<file path="src/rtl/inst_dump_sequencer_if.sv">
// inst_dump_sequencer_if
// Bundles the control, ROM and printer signals of the instruction dump
// sequencer. The sequencer connects through the master modport and the
// surrounding debug logic (ROM, printer, control) through the slave modport.
//
// Handshake: the sequencer holds `inst` stable and asserts `pulse` for exactly
// one cycle once it has seen `sink_ready` high while waiting. `sink_ready` is
// only sampled while the sequencer waits and never reaches an output
// combinationally. `rom_data` is expected in the same cycle as `rom_addr`.
interface inst_dump_sequencer_if;
   logic        start;
   logic        abort;
   logic [31:0] rom_addr;
   logic [31:0] rom_data;
   logic [31:0] inst;
   logic        pulse;
   logic        sink_ready;
   logic        busy;
   logic        done;
   logic [15:0] count;

   modport master (
      input  start, abort, rom_data, sink_ready,
      output rom_addr, inst, pulse, busy, done, count
   );

   modport slave (
      output start, abort, rom_data, sink_ready,
      input  rom_addr, inst, pulse, busy, done, count
   );
endinterface

</file>
<file path="src/rtl/inst_dump_sequencer.sv">
// inst_dump_sequencer
// Sweeps the ROM window START_ADDR..END_ADDR (inclusive, word steps), latches
// each fetched word and hands it to the instruction printer with a one-cycle
// pulse. Every output is a register, so start/sink_ready never reach an
// output combinationally. The FSM state is exposed on o_state for debug.
//
// Optional build macro: INST_DUMP_SKIP_NOP_EN -- when defined, all-zero ROM
// words are fetched but not printed (no wait, no pulse, no count increment).
module inst_dump_sequencer #(
   parameter logic [31:0] START_ADDR = 32'h00400000,
   parameter logic [31:0] END_ADDR   = 32'h00400074
) (
   input  logic                         clk,
   input  logic                         reset,
   inst_dump_sequencer_if.master        bus,
   output logic [2:0]                   o_state
);

   typedef enum logic [2:0] {
      S_IDLE  = 3'd0,
      S_FETCH = 3'd1,
      S_WAIT  = 3'd2,
      S_PULSE = 3'd3,
      S_GAP   = 3'd4,
      S_DONE  = 3'd5
   } state_t;

   state_t      r_state;
   logic [31:0] r_rom_addr;
   logic [31:0] r_inst;
   logic        r_pulse;
   logic        r_busy;
   logic        r_done;
   logic [15:0] r_count;

   logic [15:0] w_count_inc;
   logic        w_last_word;

   // Saturating pulse counter increment and end-of-window detection.
   always_comb begin
      w_count_inc = (r_count == 16'hFFFF) ? r_count : r_count + 16'd1;
      w_last_word = (r_rom_addr == END_ADDR);
   end

   // Sequencer FSM; busy/done/pulse are registered alongside the state so
   // they always match the state being entered.
   always_ff @(posedge clk or negedge reset) begin
      if (!reset) begin
         r_state    <= S_IDLE;
         r_rom_addr <= START_ADDR;
         r_inst     <= 32'h0;
         r_pulse    <= 1'b0;
         r_busy     <= 1'b0;
         r_done     <= 1'b0;
         r_count    <= 16'h0;
      end else if (bus.abort) begin
         // Abort wins over everything, including start; count is kept so the
         // progress of the interrupted sweep stays visible.
         r_state    <= S_IDLE;
         r_rom_addr <= START_ADDR;
         r_pulse    <= 1'b0;
         r_busy     <= 1'b0;
         r_done     <= 1'b0;
      end else begin
         case (r_state)
            S_IDLE: begin
               if (bus.start) begin
                  r_count <= 16'h0;
                  r_busy  <= 1'b1;
                  r_state <= S_FETCH;
               end
            end

            S_FETCH: begin
               r_inst <= bus.rom_data;
`ifdef INST_DUMP_SKIP_NOP_EN
               if (bus.rom_data == 32'h0) begin
                  r_state <= S_GAP;
               end else begin
                  r_state <= S_WAIT;
               end
`else
               r_state <= S_WAIT;
`endif
            end

            S_WAIT: begin
               if (bus.sink_ready) begin
                  r_pulse <= 1'b1;
                  r_state <= S_PULSE;
               end
            end

            S_PULSE: begin
               r_pulse <= 1'b0;
               r_count <= w_count_inc;
               r_state <= S_GAP;
            end

            S_GAP: begin
               // Equality end test: the address never wraps past END_ADDR.
               if (w_last_word) begin
                  r_busy  <= 1'b0;
                  r_done  <= 1'b1;
                  r_state <= S_DONE;
               end else begin
                  r_rom_addr <= r_rom_addr + 32'd4;
                  r_state    <= S_FETCH;
               end
            end

            S_DONE: begin
               if (bus.start) begin
                  r_rom_addr <= START_ADDR;
                  r_count    <= 16'h0;
                  r_busy     <= 1'b1;
                  r_done     <= 1'b0;
                  r_state    <= S_FETCH;
               end
            end

            default: begin
               r_state    <= S_IDLE;
               r_rom_addr <= START_ADDR;
               r_pulse    <= 1'b0;
               r_busy     <= 1'b0;
               r_done     <= 1'b0;
            end
         endcase
      end
   end

   assign bus.rom_addr = r_rom_addr;
   assign bus.inst     = r_inst;
   assign bus.pulse    = r_pulse;
   assign bus.busy     = r_busy;
   assign bus.done     = r_done;
   assign bus.count    = r_count;
   assign o_state      = r_state;

endmodule

</file>
<file path="src/flat_wrapper.sv">
// flat-port wrapper written by rule: the top's interface ports become plain ports
module inst_dump_sequencer_flat 
#(
   parameter logic [31:0] START_ADDR = 32'h00400000,
   parameter logic [31:0] END_ADDR   = 32'h00400074
)
  (clk, reset, o_state, bus_start, bus_abort, bus_rom_data, bus_sink_ready, bus_rom_addr, bus_inst, bus_pulse, bus_busy, bus_done, bus_count);
  inst_dump_sequencer_if bus_i ();
  input  logic clk;
  input  logic reset;
  output logic [2:0] o_state;
  input wire logic [$bits(bus_i.start)-1:0] bus_start;
  input wire logic [$bits(bus_i.abort)-1:0] bus_abort;
  input wire logic [$bits(bus_i.rom_data)-1:0] bus_rom_data;
  input wire logic [$bits(bus_i.sink_ready)-1:0] bus_sink_ready;
  output wire logic [$bits(bus_i.rom_addr)-1:0] bus_rom_addr;
  output wire logic [$bits(bus_i.inst)-1:0] bus_inst;
  output wire logic [$bits(bus_i.pulse)-1:0] bus_pulse;
  output wire logic [$bits(bus_i.busy)-1:0] bus_busy;
  output wire logic [$bits(bus_i.done)-1:0] bus_done;
  output wire logic [$bits(bus_i.count)-1:0] bus_count;
  assign bus_i.start = bus_start;
  assign bus_i.abort = bus_abort;
  assign bus_i.rom_data = bus_rom_data;
  assign bus_i.sink_ready = bus_sink_ready;
  assign bus_rom_addr = bus_i.rom_addr;
  assign bus_inst = bus_i.inst;
  assign bus_pulse = bus_i.pulse;
  assign bus_busy = bus_i.busy;
  assign bus_done = bus_i.done;
  assign bus_count = bus_i.count;
  inst_dump_sequencer #(.START_ADDR(START_ADDR), .END_ADDR(END_ADDR)) u_core (.clk(clk), .reset(reset), .bus(bus_i), .o_state(o_state));
endmodule
</file>
<file path="config.mk">
export PLATFORM = sky130hd
export DESIGN_NAME = inst_dump_sequencer_flat
export DESIGN_NICKNAME = d
export VERILOG_FILES = /design/src/rtl/inst_dump_sequencer_if.sv /design/src/rtl/inst_dump_sequencer.sv /design/src/flat_wrapper.sv
export SDC_FILE = /design/constraint.sdc
export NUM_CORES = 1
export LEC_CHECK = 0
export BUFFER_PORTS_ARGS = -buffer_cell sky130_fd_sc_hd__buf_2
export CAP_MARGIN = 20
export CELL_PAD_IN_SITES_DETAIL_PLACEMENT = 0
export CELL_PAD_IN_SITES_GLOBAL_PLACEMENT = 1
export CORE_MARGIN = 2
export CORE_UTILIZATION = 43
export CTS_CLUSTER_DIAMETER = 60
export DETAILED_ROUTE_END_ITERATION = 10
export PLACE_DENSITY_LB_ADDON = 0.1
export SETUP_SLACK_MARGIN = 0.15
export SYNTH_ARGS = -nofsm -noshare
export SYNTH_HDL_FRONTEND = slang
export SYNTH_SLANG_ARGS = --single-unit
</file>
<file path="constraint.sdc">
create_clock -name clk -period 4.5 [get_ports clk]
set_input_delay 1.125 -clock clk [delete_from_list [all_inputs] [get_ports clk]]
set_output_delay 1.125 -clock clk [all_outputs]
set_load 0.03 [all_outputs]
</file>
==> flow_summary_export.csv <==
group,metric,value,unit
run_status,status,"completed",
final_layout,fin_cells,669,
final_layout,num_antenna_cells,0,
clock_network,cts-root-buf,"clkbuf_8",
clock_network,clk_transition_reported_paths,0.09,ns
setup_path,cp-end-kind,"flip-flop",
floorplan,core_area,0.00973,mm2
timing,hold_viol,0,
clock_network,cts_resized,0,
clock_network,cts_setup_buffers,0,
timing,fin_crit,2.64,ns
floorplan,die_w,104,um
yosys,synthFlopType,"dfrtp_1",
routing,first_iter_violations,196,
clock_network,clk_latency,0.37,ns
yosys,syn_inst,420,
clock_network,clockBufferDepth,2,
yosys,ys_warn_count,0,
final_layout,num-fill-cells,909,
yosys,synth.ff_latch_count,84,
min_path,hold_depth,1,
clock_network,cts.sinks,84,
setup_path,r2r_slack,1.96,ns
placement,place_congestion,0.753,
placement,dp_slack,1.48,ns
floorplan,start_util,0.442,
power_and_ir_drop,p_leak,2.44,nW
timing,tightest_slew,0.984,ns
run,maxCapViolations,0,
floorplan,row_count,36,
setup_path,reg2reg_depth,4,
timing,hold_ws,0.505,ns
final_layout,final_nets,571,
power_and_ir_drop,internal_power,1.49,mW
timing,maxSlewViolCount,0,
power_and_ir_drop,power,2.44,mW
power_and_ir_drop,power.share.clock,0.231,
placement,dpl_cell_area,0.00496,mm2
global_route,grt_pass1_vias,3443,
global_route,antenna_found_initial,0,
routing,finalWirelength,10900,um
clock_network,numCtsBuffers,9,
setup_path,critPathLaunchType,"input pin",
timing,setup-tns-final,0,ns
yosys,seq_area_frac_synth,0.489,
routing,viasPerCell,5.55,
clock_network,cts_max_level,3,
yosys,ys_types,58,
min_path,min_path_type,"flip-flop to flip-flop",
power_and_ir_drop,combPwrFrac,0.349,
yosys,synth_edf_count,0,
placement,dp_cells,650,
routing,wire_per_inst,16.3,um
setup_path,cp_data_arrival_time,2.87,ns
setup_path,required,4.73,ns
timing,fin_crit_sh,0.588,
global_route,grt_pass1_wl,18100,um
power_and_ir_drop,p_per_area,469,mW/mm2
final_layout,final_area,0.00520,mm2
routing,dr_total_vias,3711,
global_route,grt_max_degree,85,
power_and_ir_drop,p_sw,954,uW
setup_path,path_class,"input pin to flip-flop",
setup_path,crit_fanout,14,
timing,relSlewSlack,0.340,
min_path,hold_end,"u_core.bus.inst[4]",
timing,setup_ws,1.86,ns
power_and_ir_drop,pwr-share-seq,0.420,
min_path,hold_start,"u_core.bus.inst[4]",
clock_network,cts_hold_buf,0,
power_and_ir_drop,swShare,0.391,
yosys,async_flop_share,1.00,
timing,setup_viol,0,
timing,rsz0062_at_grt,"no",
yosys,netlist_area,0.00430,mm2
final_layout,syn2layout_area_growth,21.0,%
routing,drt_pre_antenna_iters,4,
yosys,syn_avg_cell_area,10.2,um2
setup_path,timing.rr.end,"u_core.bus.rom_addr[19]",
timing,finalClockSkew,0.00700,ns
global_route,grt_usage,0.207,
power_and_ir_drop,vdd_drop_max,0.233,mV
setup_path,timing.rr.start,"u_core.bus.rom_addr[22]",
final_layout,utilization,0.535,
routing,drtAntennaViolNets,0,
routing,post-route-drc-count,0,
floorplan,io_pins,123,
clock_network,cts_tree,"yes",
final_layout,final_layout_size_suffix_gt1_frac,0.351,
floorplan,die_h,104,um
floorplan,dieArea,0.0108,mm2
placement,portBuffers,120,
timing,fmax,378,MHz
global_route,grt-ovfl-total,0,
placement,place_hpwl,7490,um
==> cells in the mapped netlist (2+ instances only) <==
| library cell | instances | area share |
|---|---|---|
| o21ai_0 | 21 | 0.024 |
| nor4_1 | 7 | 0.010 |
| nand2_1 | 30 | 0.026 |
| and2_1 | 6 | 0.0087 |
| nand4_1 | 8 | 0.012 |
| nand3b_1 | 3 | 0.0052 |
| and3_1 | 9 | 0.013 |
| nor4_2 | 2 | 0.0058 |
| a31oi_1 | 23 | 0.033 |
| nor2_1 | 22 | 0.019 |
| mux2i_1 | 2 | 0.0047 |
| ha_1 | 3 | 0.0087 |
| mux2_2 | 34 | 0.089 |
| nand4_2 | 2 | 0.0058 |
| clkbuf_1 | 7 | 0.0061 |
| o21a_1 | 2 | 0.0035 |
| or3_1 | 6 | 0.0087 |
| o21ai_1 | 2 | 0.0023 |
| a21oi_1 | 30 | 0.035 |
| nor4_4 | 3 | 0.015 |
| a32oi_1 | 2 | 0.0041 |
| buf_2 | 13 | 0.015 |
| a21o_1 | 7 | 0.012 |
| nand2b_1 | 2 | 0.0029 |
| a41oi_1 | 5 | 0.010 |
| dfrtp_1 | 83 | 0.48 |
| nor3_1 | 7 | 0.0081 |
| nor2b_1 | 3 | 0.0044 |
| o311ai_0 | 3 | 0.0061 |
| inv_1 | 9 | 0.0079 |
| nor4b_2 | 2 | 0.0070 |
| buf_4 | 4 | 0.0070 |
| nand3_1 | 33 | 0.038 |
==> worst max-delay path by stage <==
stage | to | start | slack (ns)
final | u_core.bus.count[2] | bus_abort | 1.86
after detailed placement | u_core.bus.count[12] | bus_abort | 1.48
after floorplan | u_core.bus.count[11] | bus_abort | 2.08
after global placement | u_core.bus.rom_addr[16] | bus_abort | 1.53
after global routing | u_core.bus.count[2] | bus_abort | 1.67
after CTS | u_core.bus.count[2] | bus_abort | 1.88
==> critical path: stages <==
cell     delay [ns]
buf_2          0.18
nor2_1         0.17
nand3_1        0.13
a41oi_2        0.59
a21o_1         0.49
a31oi_1        0.18
==> registers in the layout, summed over array words and instances (netlist names) <==
name / flops
u_core.bus.busy: 1
u_core.bus.count: 16
u_core.bus.done: 1
u_core.bus.inst: 32
u_core.bus.pulse: 1
u_core.bus.rom_addr: 30
u_core.o_state: 3
==> cells by family after synthesis <==
family | Yosys count | synth area share
DFF | 84 | 0.489
AOI/OAI and AO/OA | 106 | 0.158
other | 1 | 0.000872
and+or+nand+nor | 153 | 0.206
muxes | 36 | 0.0937
adders and majority gates | 3 | 0.00873
xor gates and xnor gates | 2 | 0.00407
buffers and inverters | 35 | 0.0396
==> final cells by class <==
type                            count  area (um2)  area share
Clock buffer                       11         141      0.0272
Clock inverter                      5        60.1      0.0115
Inverter                            9        33.8     0.00649
Multi-Input combinational cell    302        2040       0.392
Sequential cell                    84        2100       0.404
Tap cell                          133         166      0.0320
Timing Repair Buffer              125         658       0.127
==> routing by layer <==
layer  global-route usage  part of all wire  vias to the layer above
li1                     -                 -                     1790
met1                0.310              0.49                     1797
met2                0.299              0.44                      112
met3               0.0326             0.050                       12
met4               0.0849             0.017                        0
met5                    0                 0                        -
==> placed cells by master (no fill, tap or decap), types with 5 or more instances in the layout <==
cell type / Yosys / routed
buf_2: 13 / 120
dfrtp_1: 83 / 83
mux2_2: 34 / 34
nand3_1: 33 / 33
nand2_1: 30 / 30
a21oi_1: 30 / 30
a31oi_1: 23 / 23
nor2_1: 22 / 22
o21ai_0: 21 / 21
clkbuf_8: 0 / 10
inv_1: 9 / 9
and3_1: 9 / 9
nand4_1: 8 / 8
a21o_1: 7 / 7
nor4_1: 7 / 7
nor3_1: 7 / 7
or3_1: 6 / 6
and2_1: 6 / 6
a41oi_1: 5 / 5
==> power by group through the flow <==
stage | clock (mW) | sequential [mW] | combinational [mW]
after detailed placement | 0 | 1.04 | 0.858
after global routing | 0.613 | 1.05 | 0.905
after CTS | 0.577 | 1.03 | 0.859
final | 0.564 | 1.03 | 0.852
after floorplan | 0 | 1.37 | 0.260
after global placement | 0 | 1.03 | 0.849
No activity file was read; power rests on OpenSTA's default activity.
